===== src/rtl/fetch_queue_pkg.sv =====
//------------------------------------------------------------------------------
// Module  : fetch_queue_pkg
// Brief   : Shared constants and types for the fetch queue.
// Rev     : 1.0 - initial release
//------------------------------------------------------------------------------
`default_nettype none

package fetch_queue_pkg;

   localparam logic [31:0] c_NOP_INSTR     = 32'h0000_0013;
   localparam int          c_DEFAULT_DEPTH = 4;

   typedef struct packed {
      logic [31:0] instruction;
      logic [63:0] pc;
   } fetchEntry_t;

endpackage : fetch_queue_pkg

`default_nettype wire


===== src/rtl/fetch_queue.sv =====
//------------------------------------------------------------------------------
// Module  : fetch_queue
// Brief   : Instruction queue between fetch and the FD pipeline register.
// Rev     : 1.0 - initial release
//------------------------------------------------------------------------------
`default_nettype none

module fetch_queue
   import fetch_queue_pkg::*;
#(
   parameter int DEPTH = c_DEFAULT_DEPTH
) (
   input  logic                     clk_i,
   input  logic                     reset_i,
   input  logic                     flush_i,
   input  logic                     valid_i,
   input  logic [31:0]              instruction_i,
   input  logic [63:0]              PC_i,
   output logic                     ready_o,
   output logic                     valid_o,
   output logic [31:0]              instruction_o,
   output logic [63:0]              PC_o,
   input  logic                     ready_i,
   output logic [$clog2(DEPTH):0]   count_o
);

   localparam int c_IDX_W = $clog2(DEPTH);
   localparam int c_PTR_W = c_IDX_W + 1;

   logic [c_PTR_W-1:0] r_wrPtr;
   logic [c_PTR_W-1:0] r_rdPtr;
   fetchEntry_t        r_mem [DEPTH];

   logic               w_full;
   logic               w_empty;
   logic               w_push;
   logic               w_pop;
   fetchEntry_t        w_head;

   // Extra pointer MSB distinguishes full from empty when the indices match.
   assign w_full  = (r_wrPtr[c_PTR_W-1] != r_rdPtr[c_PTR_W-1]) &&
                    (r_wrPtr[c_IDX_W-1:0] == r_rdPtr[c_IDX_W-1:0]);
   assign w_empty = (r_wrPtr == r_rdPtr);

   assign ready_o = !w_full;
   assign valid_o = !w_empty;
   assign count_o = r_wrPtr - r_rdPtr;

   assign w_push  = valid_i && ready_o && !flush_i;
   assign w_pop   = valid_o && ready_i && !flush_i;
   assign w_head  = r_mem[r_rdPtr[c_IDX_W-1:0]];

   always_ff @(posedge clk_i) begin
      if (reset_i || flush_i) begin
         r_wrPtr <= '0;
         r_rdPtr <= '0;
      end else begin
         if (w_push) r_wrPtr <= r_wrPtr + 1'b1;
         if (w_pop)  r_rdPtr <= r_rdPtr + 1'b1;
      end
   end

   // Storage is deliberately left out of reset; only the pointers matter.
   always_ff @(posedge clk_i) begin
      if (w_push && !reset_i) begin
         r_mem[r_wrPtr[c_IDX_W-1:0]] <= '{instruction: instruction_i, pc: PC_i};
      end
   end

   always_comb begin
      instruction_o = c_NOP_INSTR;
      PC_o          = '0;
      if (valid_o) begin
         instruction_o = w_head.instruction;
         PC_o          = w_head.pc;
      end
   end

endmodule : fetch_queue

`default_nettype wire


===== config.mk =====
export PLATFORM = sky130hd
export DESIGN_NAME = fetch_queue
export DESIGN_NICKNAME = d
export VERILOG_FILES = /design/src/rtl/fetch_queue_pkg.sv /design/src/rtl/fetch_queue.sv
export SDC_FILE = /design/constraint.sdc
export NUM_CORES = 1
export LEC_CHECK = 0
export CORE_UTILIZATION = 59
export DETAILED_ROUTE_END_ITERATION = 8
export GPL_TIMING_DRIVEN = 0
export HOLD_SLACK_MARGIN = 0.15
export PLACE_DENSITY = 0.85
export SLEW_MARGIN = 10
export SYNTH_ARGS = -nofsm -noshare
export SYNTH_HDL_FRONTEND = slang
export SYNTH_SLANG_ARGS = --single-unit

===== constraint.sdc =====
create_clock -name clk_i -period 28.8 [get_ports clk_i]
set_clock_uncertainty 0.2 [all_clocks]
set_input_delay 2.88 -clock clk_i [delete_from_list [all_inputs] [get_ports clk_i]]
set_output_delay 2.88 -clock clk_i [all_outputs]
set_load 0.05 [all_outputs]

==> results of run 1 <==
final cells by class:
| cell class | instances | area, sq um |
|---|---|---|
| clock buffer | 47 | 1050 |
| multi-input combinational | 235 | 3130 |
| antenna | 1 | 2.50 |
| timing repair buffer | 248 | 2470 |
| sequential | 392 | 11700 |
| buffer | 33 | 210 |
| clock inverter | 23 | 213 |
| tap | 330 | 413 |
| inverter | 9 | 33.8 |
| fill | 1399 | 5900 |
metrics by stage:
step | hold WS [ns] | cell area, sq um | utilization
2_1_floorplan | 0.272 | 15000 | -
3_3_place_gp | 0.291 | 17500 | 0.696
3_5_place_dp | 0.313 | 17900 | 0.715
4_1_cts | 0.321 | 19200 | 0.765
5_1_grt | 0.359 | 19200 | 0.765
6_report | 0.318 | 19200 | 0.765
critical path, stage by stage, from the launching register on:
cell,delay [ns]
dfxtp_1,0.39
inv_1,0.12
ha_1,0.34
nand2_1,0.09
nor2_2,0.54
buf_2,0.38
or2_1,0.19
clkdlybuf4s50_1,0.81
power by group:
| part | internal (mW) | switching (mW) | total (mW) |
|---|---|---|---|
| Combinational | 0.0295 | 0.0370 | 0.0664 |
| Sequential | 0.631 | 0.00136 | 0.633 |
| Clock | 0.295 | 0.202 | 0.497 |
cell usage after synthesis:
cell	instances	area [sq um]
a211o_1	1	8.76
a21oi_1	1	5.00
and2_1	1	6.26
buf_2	12	60.1
buf_6	8	90.1
buf_8	1	15.0
clkbuf_1	12	45.0
dfxtp_1	8	160
edfxtp_1	384	11500
fa_1	1	20.0
ha_1	7	87.6
inv_1	9	33.8
mux2i_1	6	60.1
mux4_2	96	2160
nand2_1	10	37.5
nand3b_1	1	7.51
nand4_1	1	6.26
nand4b_1	1	8.76
nor2_1	1	3.75
nor2_2	1	6.26
nor2b_1	93	582
nor3b_1	4	30.0
o211ai_1	2	15.0
o21a_1	1	7.51
or2_1	3	18.8
or3_1	2	12.5
xor2_1	1	8.76
xor2_2	1	16.3
routing by layer:
metal  vias to the layer above  track usage  wire (um)
li1                       3300            -          -
met1                      3858        0.313      11700
met2                       333        0.416      15800
met3                        66       0.0506       2060
met4                         2       0.0870        935
met5                         -            0         13
worst min path at each step:
stage                                    to  slack (ns)                    start
global route        r_rdPtr[0]$_SDFFE_PP0P_        0.36  r_rdPtr[0]$_SDFFE_PP0P_
floorplan           r_wrPtr[0]$_SDFFE_PP0P_        0.27  r_wrPtr[0]$_SDFFE_PP0P_
detailed placement  r_rdPtr[0]$_SDFFE_PP0P_        0.31  r_rdPtr[0]$_SDFFE_PP0P_
global placement    r_wrPtr[0]$_SDFFE_PP0P_        0.29  r_wrPtr[0]$_SDFFE_PP0P_
CTS                 r_rdPtr[0]$_SDFFE_PP0P_        0.32  r_rdPtr[0]$_SDFFE_PP0P_
finish              r_rdPtr[0]$_SDFFE_PP0P_        0.32  r_rdPtr[0]$_SDFFE_PP0P_
kinds of logic after synthesis:
logic type | Yosys count
mux | 102
xor+xnor | 2
flops | 392
compound gates | 5
buf+inv | 42
simple gates | 118
fa+ha+maj | 8
registers in the layout (all words and copies together), names as in the netlist, named ones only:
register,count
r_wrPtr,3
r_mem,384
r_rdPtr,3
==> metrics.md, run 1 <==
| Metric | Value |
|---|---|
| Outcome | `complete, no violations` |
| H-tree levels | `2` |
| Largest net degree at the start of global routing | `16` |
| WL/cell | `23.2 um` |
| Cts hold-fix bufs | `0` |
| 1st-pass router iterations | `5` |
| Area grow syn2layout | `27.7%` |
| Synth Area in Adders | `0.00715` |
| Crit path max fanout | `10` |
| Final net count | `1,066` |
| DRC violations left | `0` |
| DR vias | `7,559` |
| TritonCTS clock tree | `built` |
| WP data required | `25.72 ns` |
| Io pins | `202` |
| Syn. warnings | `0` |
| Initial DRC Count | `568` |
| Vias in the first global route | `8,151` |
| Pleak | `6.12 nW` |
| CP arrival | `3.37 ns` |
| Latest clock arrival within the worst-skew pair | `0.51 ns` |
| Via/cell ratio | `5.74` |
| Setup WS pre-CTS | `22.89 ns` |
| Mapped Nets | `778` |
| Row cnt | `58` |
| Critical Path Sink Type | `primary output` |
| Max cap viols | `0` |
| Final hold vios | `0` |
| Tcrit/Tclk final | `0.224` |
| Critical path launch point type | `flop` |
| Worst-case reg-to-reg path depth | `8` |
| Power Total | `1.20 mW` |
| Post-synthesis compound-gate area fraction | `0.00241` |
| Max IR drop VDD | `0.0601 mV` |
| Reg2reg end | `r_mem[0][10]$_DFFE_PP_` |
| First-pass GRT wire length | `46,800 um` |
| Layout cells sized above 1 | `0.226` |
| Final Wtd Congestion | `0.746` |
| Core box area | `25,100 sq um` |
| Setup bufs post-CTS | `0` |
| WS Path Type | `flop to primary output` |
| Mapped Cells | `669` |
| Final WL | `30,500 um` |
| Commonest non-fill, non-tap cell in the layout | `edfxtp_1` |
| End of the critical path | `instruction_o[0]` |
| Total CTS buffers | `38` |
| Crit. Startpoint | `r_wrPtr[0]$_SDFFE_PP0P_` |
| RSZ-0062 raised after global routing | `false` |
| PortBufs | `201` |
| PD cells | `62.3 nW/um^2` |
| Reg-to-Reg Start | `r_wrPtr[0]$_SDFFE_PP0P_` |
| Sequential share of the synthesized area | `0.777` |
| Die area | `26,100 sq um` |
| GRT Overall Usage | `0.243` |
| CTS-repair resized insts | `0` |
| Post-Syn Area | `15,000 sq um` |
| Die width | `162 um` |
| HPWL Detailed | `20,300 um` |
| Commonest cells after routing, fill and taps aside | `384 x edfxtp_1, 201 x clkdlybuf4s50_1, 96 x mux4_2` |
| Setup_tns | `0 ns` |
| Yosys cell types | `28` |
| DRT antenna net count | `0` |
| Hold path cells | `2` |
| Post-Synth Simple-Gate Area | `0.0478` |
| Initial Util | `0.599` |
| Relative max-transition margin | `0.311` |
| Post-Synth XOR/XNOR Area | `0.00166` |
| R2R Setup Slk | `25.24 ns` |
| Clk sink count | `392` |
| Post-route minimum period | `6.45 ns` |
| Root Buffer | `clkbuf_16` |
| Inst Count DP | `1,247` |
| Max Root-Sink Buffers | `3` |
| Reg clk slew, reported paths | `0.06 ns` |
| Largest family of logic cells by synthesized area | `multiplexers` |
| Mux contribution to synthesized area | `0.148` |
| Fin cells | `1,318` |
| Slew at the pin closest to its max-slew limit | `1.03 ns` |
| Die height | `162 um` |
| Flops & latches, synth | `392` |
| Final Max Slew Viols | `0` |
| Hold crit path type | `flop to flop` |
| Fmax | `0.155 GHz` |
| Avg Inst Size Synth | `22.5 sq um` |
| Antenna violations before repair | `2` |
| Total grt overflow | `0` |
| Final setup viols | `0` |
| Final setup margin | `22.35 ns` |
Note: power is estimated with default switching activity, not from simulation.
==> run 2: changes to the inputs <==
CORE_UTILIZATION = 55   (was 59)
PLACE_DENSITY = 0.8   (was 0.85)
clock period = 5.95 ns   (was 28.8 ns; I/O delays follow)
==> run 2 against run 1 <==
Effect of this change: die area up 7.2%; first-iteration DRC count up 3.0%; worst setup slack worse by 21 ns; sequential power rose to 4.8 times the previous value; non-clock buffer count down 2; cell area down 0.38%; total power rose to 4.7 times the previous value; utilization down 5.3 points; clock power rose to 4.6 times the previous value; sequential cell count unchanged; via count down 2.4%.
==> metrics.md, run 2 (same netlist as run 1, synthesis figures left out) <==
| Metric | Value |
|---|---|
| Outcome | `complete, no violations` |
| Inst Count DP | `1,256` |
| Max reg flops | `384` |
| WP data required | `5.16 ns` |
| Initial Util | `0.560` |
| Fmax | `0.242 GHz` |
| CTS-repair resized insts | `0` |
| Slowest-stage cell, CP | `clkdlybuf4s50_1` |
| Commonest non-fill, non-tap cell in the layout | `edfxtp_1` |
| Max Root-Sink Buffers | `3` |
| Via/cell ratio | `5.56` |
| Final Instance Area | `19,100 sq um` |
| Row cnt | `60` |
| RSZ-0062 raised after global routing | `false` |
| CP Cell Sequence | `inv_1 > ha_1 > nand2_1 > nor2_2 > clkbuf_1 > nor2b_1 > clkdlybuf4s50_1` |
| Setup bufs post-CTS | `0` |
| Final hold vios | `0` |
| TritonCTS clock tree | `built` |
| Die height | `167 um` |
| Post-route minimum period | `4.13 ns` |
| Total CTS buffers | `39` |
| Initial DRC Count | `585` |
| Slew at the pin closest to its max-slew limit | `0.796 ns` |
| Final Max Slew Viols | `0` |
| Metal3 WL | `1780 um` |
| Pleak | `6.09 nW` |
| Final WL | `29,200 um` |
| Reg clk slew, reported paths | `0.06 ns` |
| Setup_tns | `0 ns` |
| Final net count | `1,065` |
| HPWL Detailed | `20,100 um` |
| Critical path's largest stage delay | `0.75 ns` |
| Cts hold-fix bufs | `0` |
| H-tree levels | `2` |
| Critical path launch point type | `flop` |
| Root Buffer | `clkbuf_16` |
| 1st-pass router iterations | `5` |
| WL/cell | `22.0 um` |
| Crit path max fanout | `10` |
| DRT antenna net count | `0` |
| Final setup margin | `1.82 ns` |
| Commonest cells after routing, fill and taps aside | `384 x edfxtp_1, 201 x clkdlybuf4s50_1, 96 x mux4_2` |
| Vias in the first global route | `7,959` |
| Layout cells sized above 1 | `0.224` |
| Relative max-transition margin | `0.467` |
| Fin cells | `1,327` |
| Core box area | `26,900 sq um` |
| DR vias | `7,379` |
| Die area | `28,000 sq um` |
| Final setup viols | `0` |
| Clk sink count | `392` |
| Hold crit path type | `flop to flop` |
| Top Layer Used | `met5` |
| CP arrival | `3.33 ns` |
| Largest net degree at the start of global routing | `15` |
| Antenna violations before repair | `4` |
| Area grow syn2layout | `27.2%` |
| Power Total | `5.67 mW` |
| PD cells | `296 nW/um^2` |
| Latest clock arrival within the worst-skew pair | `0.51 ns` |
| Io pins | `202` |
| PortBufs | `201` |
| Max IR drop VDD | `0.264 mV` |
| Wire length on met2 | `14,900 um` |
| Setup WS pre-CTS | `2.24 ns` |
| Total grt overflow | `0` |
| First-pass GRT wire length | `44,800 um` |
| GRT Overall Usage | `0.215` |
| Tcrit/Tclk final | `0.694` |
| Final Wtd Congestion | `0.729` |
| DRC violations left | `0` |
| M1 WL | `11,900 um` |
| WS Path Type | `flop to primary output` |
| Placed instance area | `17,900 sq um` |
| Die width | `167 um` |
| Critical Path Sink Type | `primary output` |
| Max cap viols | `0` |
-- run 2: cell count changes in the layout (fill, tap and decap cells not counted) --
cell        previous run  this run
buf_4                 24        22
clkinvlp_4             3         0
clkinv_2               4         5
buf_8                  5         1
inv_6                  0         1
bufinv_16              4         2
clkbuf_8               0         5
clkinv_1              11        10
clkinv_4               1         0
clkbuf_16             41        39
buf_6                 27        31
diode_2                1         3
-- run 2: layout make-up --
| type | instances | area (sq um) |
|---|---|---|
| inverters | 9 | 33.8 |
| fillers | 1644 | 7740 |
| multi-input cells | 235 | 3130 |
| clock inverters | 18 | 131 |
| clock buffers | 50 | 1070 |
| flip-flops and latches | 392 | 11700 |
| diodes | 3 | 7.51 |
| well taps | 341 | 427 |
| repair buffers | 246 | 2440 |
| plain buffers | 33 | 210 |
-- run 2: power by group --
part	leakage, nW	switching [mW]	total, mW	internal (mW)
combinational	1.97	0.176	0.318	0.143
clock	0.592	0.940	2.29	1.35
sequential	3.53	0.00573	3.06	3.06
-- run 2: final timing paths --
| check | start | endpoint | slack [ns] | cells after the start |
|---|---|---|---|---|
| setup / recovery | r_wrPtr[0]$_SDFFE_PP0P_ | PC_o[26] | 1.82 | 7 |
| hold / removal | r_wrPtr[0]$_SDFFE_PP0P_ | r_wrPtr[0]$_SDFFE_PP0P_ | 0.33 | 2 |
| setup reg to reg | r_wrPtr[0]$_SDFFE_PP0P_ | r_mem[2][14]$_DFFE_PP_ | 2.25 | 10 |
| hold reg to reg | r_wrPtr[0]$_SDFFE_PP0P_ | r_wrPtr[0]$_SDFFE_PP0P_ | 0.33 | 2 |
-- run 2: per-layer routing --
metal	vias up	global-route usage
met5	-	0
met4	2	0.0598
met3	42	0.0501
met2	237	0.359
met1	3799	0.285
li1	3299	-
-- run 2: per-stage QoR --
stage | utilization | hold slack (ns)
after floorplan | - | 0.272
after global placement | 0.651 | 0.290
after detailed placement | 0.667 | 0.320
after CTS | 0.712 | 0.329
after global routing | 0.712 | 0.368
final | 0.712 | 0.330
-- run 2: critical path, delay by kind of cell, from the launching register on --
kind | cells | cell delay [ns]
fa+ha+maj | 1 | 0.35
buf+inv | 3 | 1.35
flops | 1 | 0.38
simple gates | 3 | 0.75
==> run 3: changes to the inputs <==
clock period = 3.9 ns   (was 5.95 ns; I/O delays follow)
==> run 3 against run 2 <==
Effect of this change: critical path type unchanged; utilization is 0.49 points higher; worst setup slack worse by 1.6 ns; count of clock-buffer cells in the layout increased by 2; critical path depth is the same; sequential power increased by 53%; clock power increased by 57%; largest power group unchanged; non-clock buffer count is 16 lower.
==> metrics.md, run 3 (same netlist as run 1, synthesis figures left out) <==
| Metric | Value |
|---|---|
| Outcome | `complete, no violations` |
| Fin cells | `1,311` |
| Tcrit/Tclk final | `0.938` |
| Crit path max fanout | `10` |
| TritonCTS clock tree | `built` |
| Reg-to-Reg Start | `r_wrPtr[0]$_SDFFE_PP0P_` |
| Hold crit path type | `input port to flop` |
| Slowest-stage cell, CP | `clkdlybuf4s50_1` |
| DRC violations left | `0` |
| Worst-case reg-to-reg path depth | `8` |
| RSZ-0062 raised after global routing | `false` |
| Via/cell ratio | `5.52` |
| Setup bufs post-CTS | `0` |
| Root Buffer | `clkbuf_16` |
| Cts hold-fix bufs | `0` |
| Die width | `167 um` |
| Max cap viols | `0` |
| Row cnt | `60` |
| Final Max Slew Viols | `0` |
| PD cells | `454 nW/um^2` |
| Final Instance Area | `19,300 sq um` |
| Initial DRC Count | `530` |
| Pleak | `6.10 nW` |
| H-tree levels | `2` |
| Critical Path Sink Type | `primary output` |
| Max IR drop VDD | `0.484 mV` |
| Antenna violations before repair | `0` |
| Reg2reg end | `r_mem[1][24]$_DFFE_PP_` |
| Vias in the first global route | `7,706` |
| Layout cells sized above 1 | `0.221` |
| Total grt overflow | `0` |
| Fmax | `0.273 GHz` |
| GRT Max-Usage Layer | `met2` |
| CTS-repair resized insts | `1` |
| Power Total | `8.75 mW` |
| Placed instance area | `18,000 sq um` |
| Slew at the pin closest to its max-slew limit | `0.839 ns` |
| Die area | `28,000 sq um` |
| WP data required | `3.31 ns` |
| CP Cell Sequence | `inv_2 > ha_4 > nand2_1 > nor2_4 > clkbuf_1 > nor2b_1 > clkdlybuf4s50_1` |
| Min-delay src | `PC_i[0]` |
| Critical path launch point type | `flop` |
| Final Wtd Congestion | `0.711` |
| HPWL Detailed | `19,200 um` |
| Commonest cells after routing, fill and taps aside | `384 x edfxtp_1, 201 x clkdlybuf4s50_1, 96 x mux4_2` |
| Min Hold Slack | `0.305 ns` |
| Clk sink count | `392` |
| Post-route minimum period | `3.66 ns` |
| Hold EP | `r_mem[2][0]$_DFFE_PP_` |
| Final hold vios | `0` |
| Hold path cells | `1` |
| PortBufs | `201` |
| R2R Setup Slk | `0.73 ns` |
| Routing usage on met1 | `0.282` |
| Final net count | `1,050` |
| M3 GR Usage | `0.0437` |
| Area grow syn2layout | `28.1%` |
| Setup WS pre-CTS | `0.524 ns` |
| Core box area | `26,900 sq um` |
| Critical path's largest stage delay | `0.73 ns` |
| WS Path Type | `flop to primary output` |
| Commonest non-fill, non-tap cell in the layout | `edfxtp_1` |
| Ant. Diodes | `0` |
| GRT Overall Usage | `0.213` |
| Final setup margin | `0.243 ns` |
| Max Root-Sink Buffers | `3` |
| Met2 global-route usage | `0.361` |
| Total CTS buffers | `40` |
| DR vias | `7,241` |
| Inst Count DP | `1,240` |
| Final WL | `28,900 um` |
| Io pins | `202` |
| Relative max-transition margin | `0.440` |
| DRT antenna net count | `0` |
| WL/cell | `22.0 um` |
| 1st-pass router iterations | `5` |
| Latest clock arrival within the worst-skew pair | `0.52 ns` |
| Final setup viols | `0` |
| Initial Util | `0.560` |
| Largest net degree at the start of global routing | `16` |
| CP arrival | `3.07 ns` |
| Die height | `167 um` |
| Reg clk slew, reported paths | `0.06 ns` |
| First-pass GRT wire length | `44,500 um` |
| Max reg flops | `384` |
==> run 3: cell count changes in the layout (fill, tap and decap cells not counted), sizes merged <==
cell      before  now
buf           66   50
diode          3    0
clkbuf        62   64
clkinvlp       0    1
==> run 3: worst max-delay path by stage <==
stage / start / end / slack [ns] / cells after the start
final: r_wrPtr[0]$_SDFFE_PP0P_ / PC_o[56] / 0.24 / 7
after global routing: r_wrPtr[0]$_SDFFE_PP0P_ / PC_o[56] / 0.03 / 7
after CTS: r_wrPtr[0]$_SDFFE_PP0P_ / PC_o[17] / 0.16 / 7
after detailed placement: r_wrPtr[0]$_SDFFE_PP0P_ / PC_o[17] / 0.52 / 7
after global placement: flush_i / r_mem[3][3]$_DFFE_PP_ / -2.40 / 3
after floorplan: r_rdPtr[1]$_SDFFE_PP0P_ / r_mem[3][0]$_DFFE_PP_ / -0.43 / 5
==> run 3: power breakdown <==
part           internal [mW]  switching (mW)
Clock                   2.11            1.49
Sequential              4.66         0.00897
Combinational          0.221           0.269
Total                   6.99            1.76
==> run 3: layout make-up <==
cell class | instances | area, sq um
Tap cell | 341 | 427
Buffer | 33 | 210
Sequential cell | 392 | 11700
Multi-Input combinational cell | 235 | 3180
Clock buffer | 52 | 1090
Inverter | 9 | 33.8
Timing Repair Buffer | 230 | 2480
Fill cell | 1649 | 7610
Clock inverter | 19 | 151
==> run 3: per-stage QoR <==
| stage | setup TNS [ns] | utilization |
|---|---|---|
| after detailed placement | 0 | 0.671 |
| after CTS | 0 | 0.717 |
| final | 0 | 0.717 |
| after global routing | 0 | 0.717 |
| after global placement | -896.23 | 0.653 |
| after floorplan | -155.73 | - |
==> run 3: metal layers <==
layer,up-vias,share of wire,wire [um]
met1,3728,0.42,12100
met4,0,0.018,531
met3,34,0.049,1400
met2,208,0.51,14800
met5,-,0,0
li1,3271,-,-
==> run 3: worst max-delay path, delay by kind of cell, from the launching register on <==
family | cells | cell delay [ns]
buffers and inverters | 3 | 1.27
adder cells (fa/ha/maj) | 1 | 0.28
flip-flops | 1 | 0.37
AND/OR/NAND/NOR | 3 | 0.61
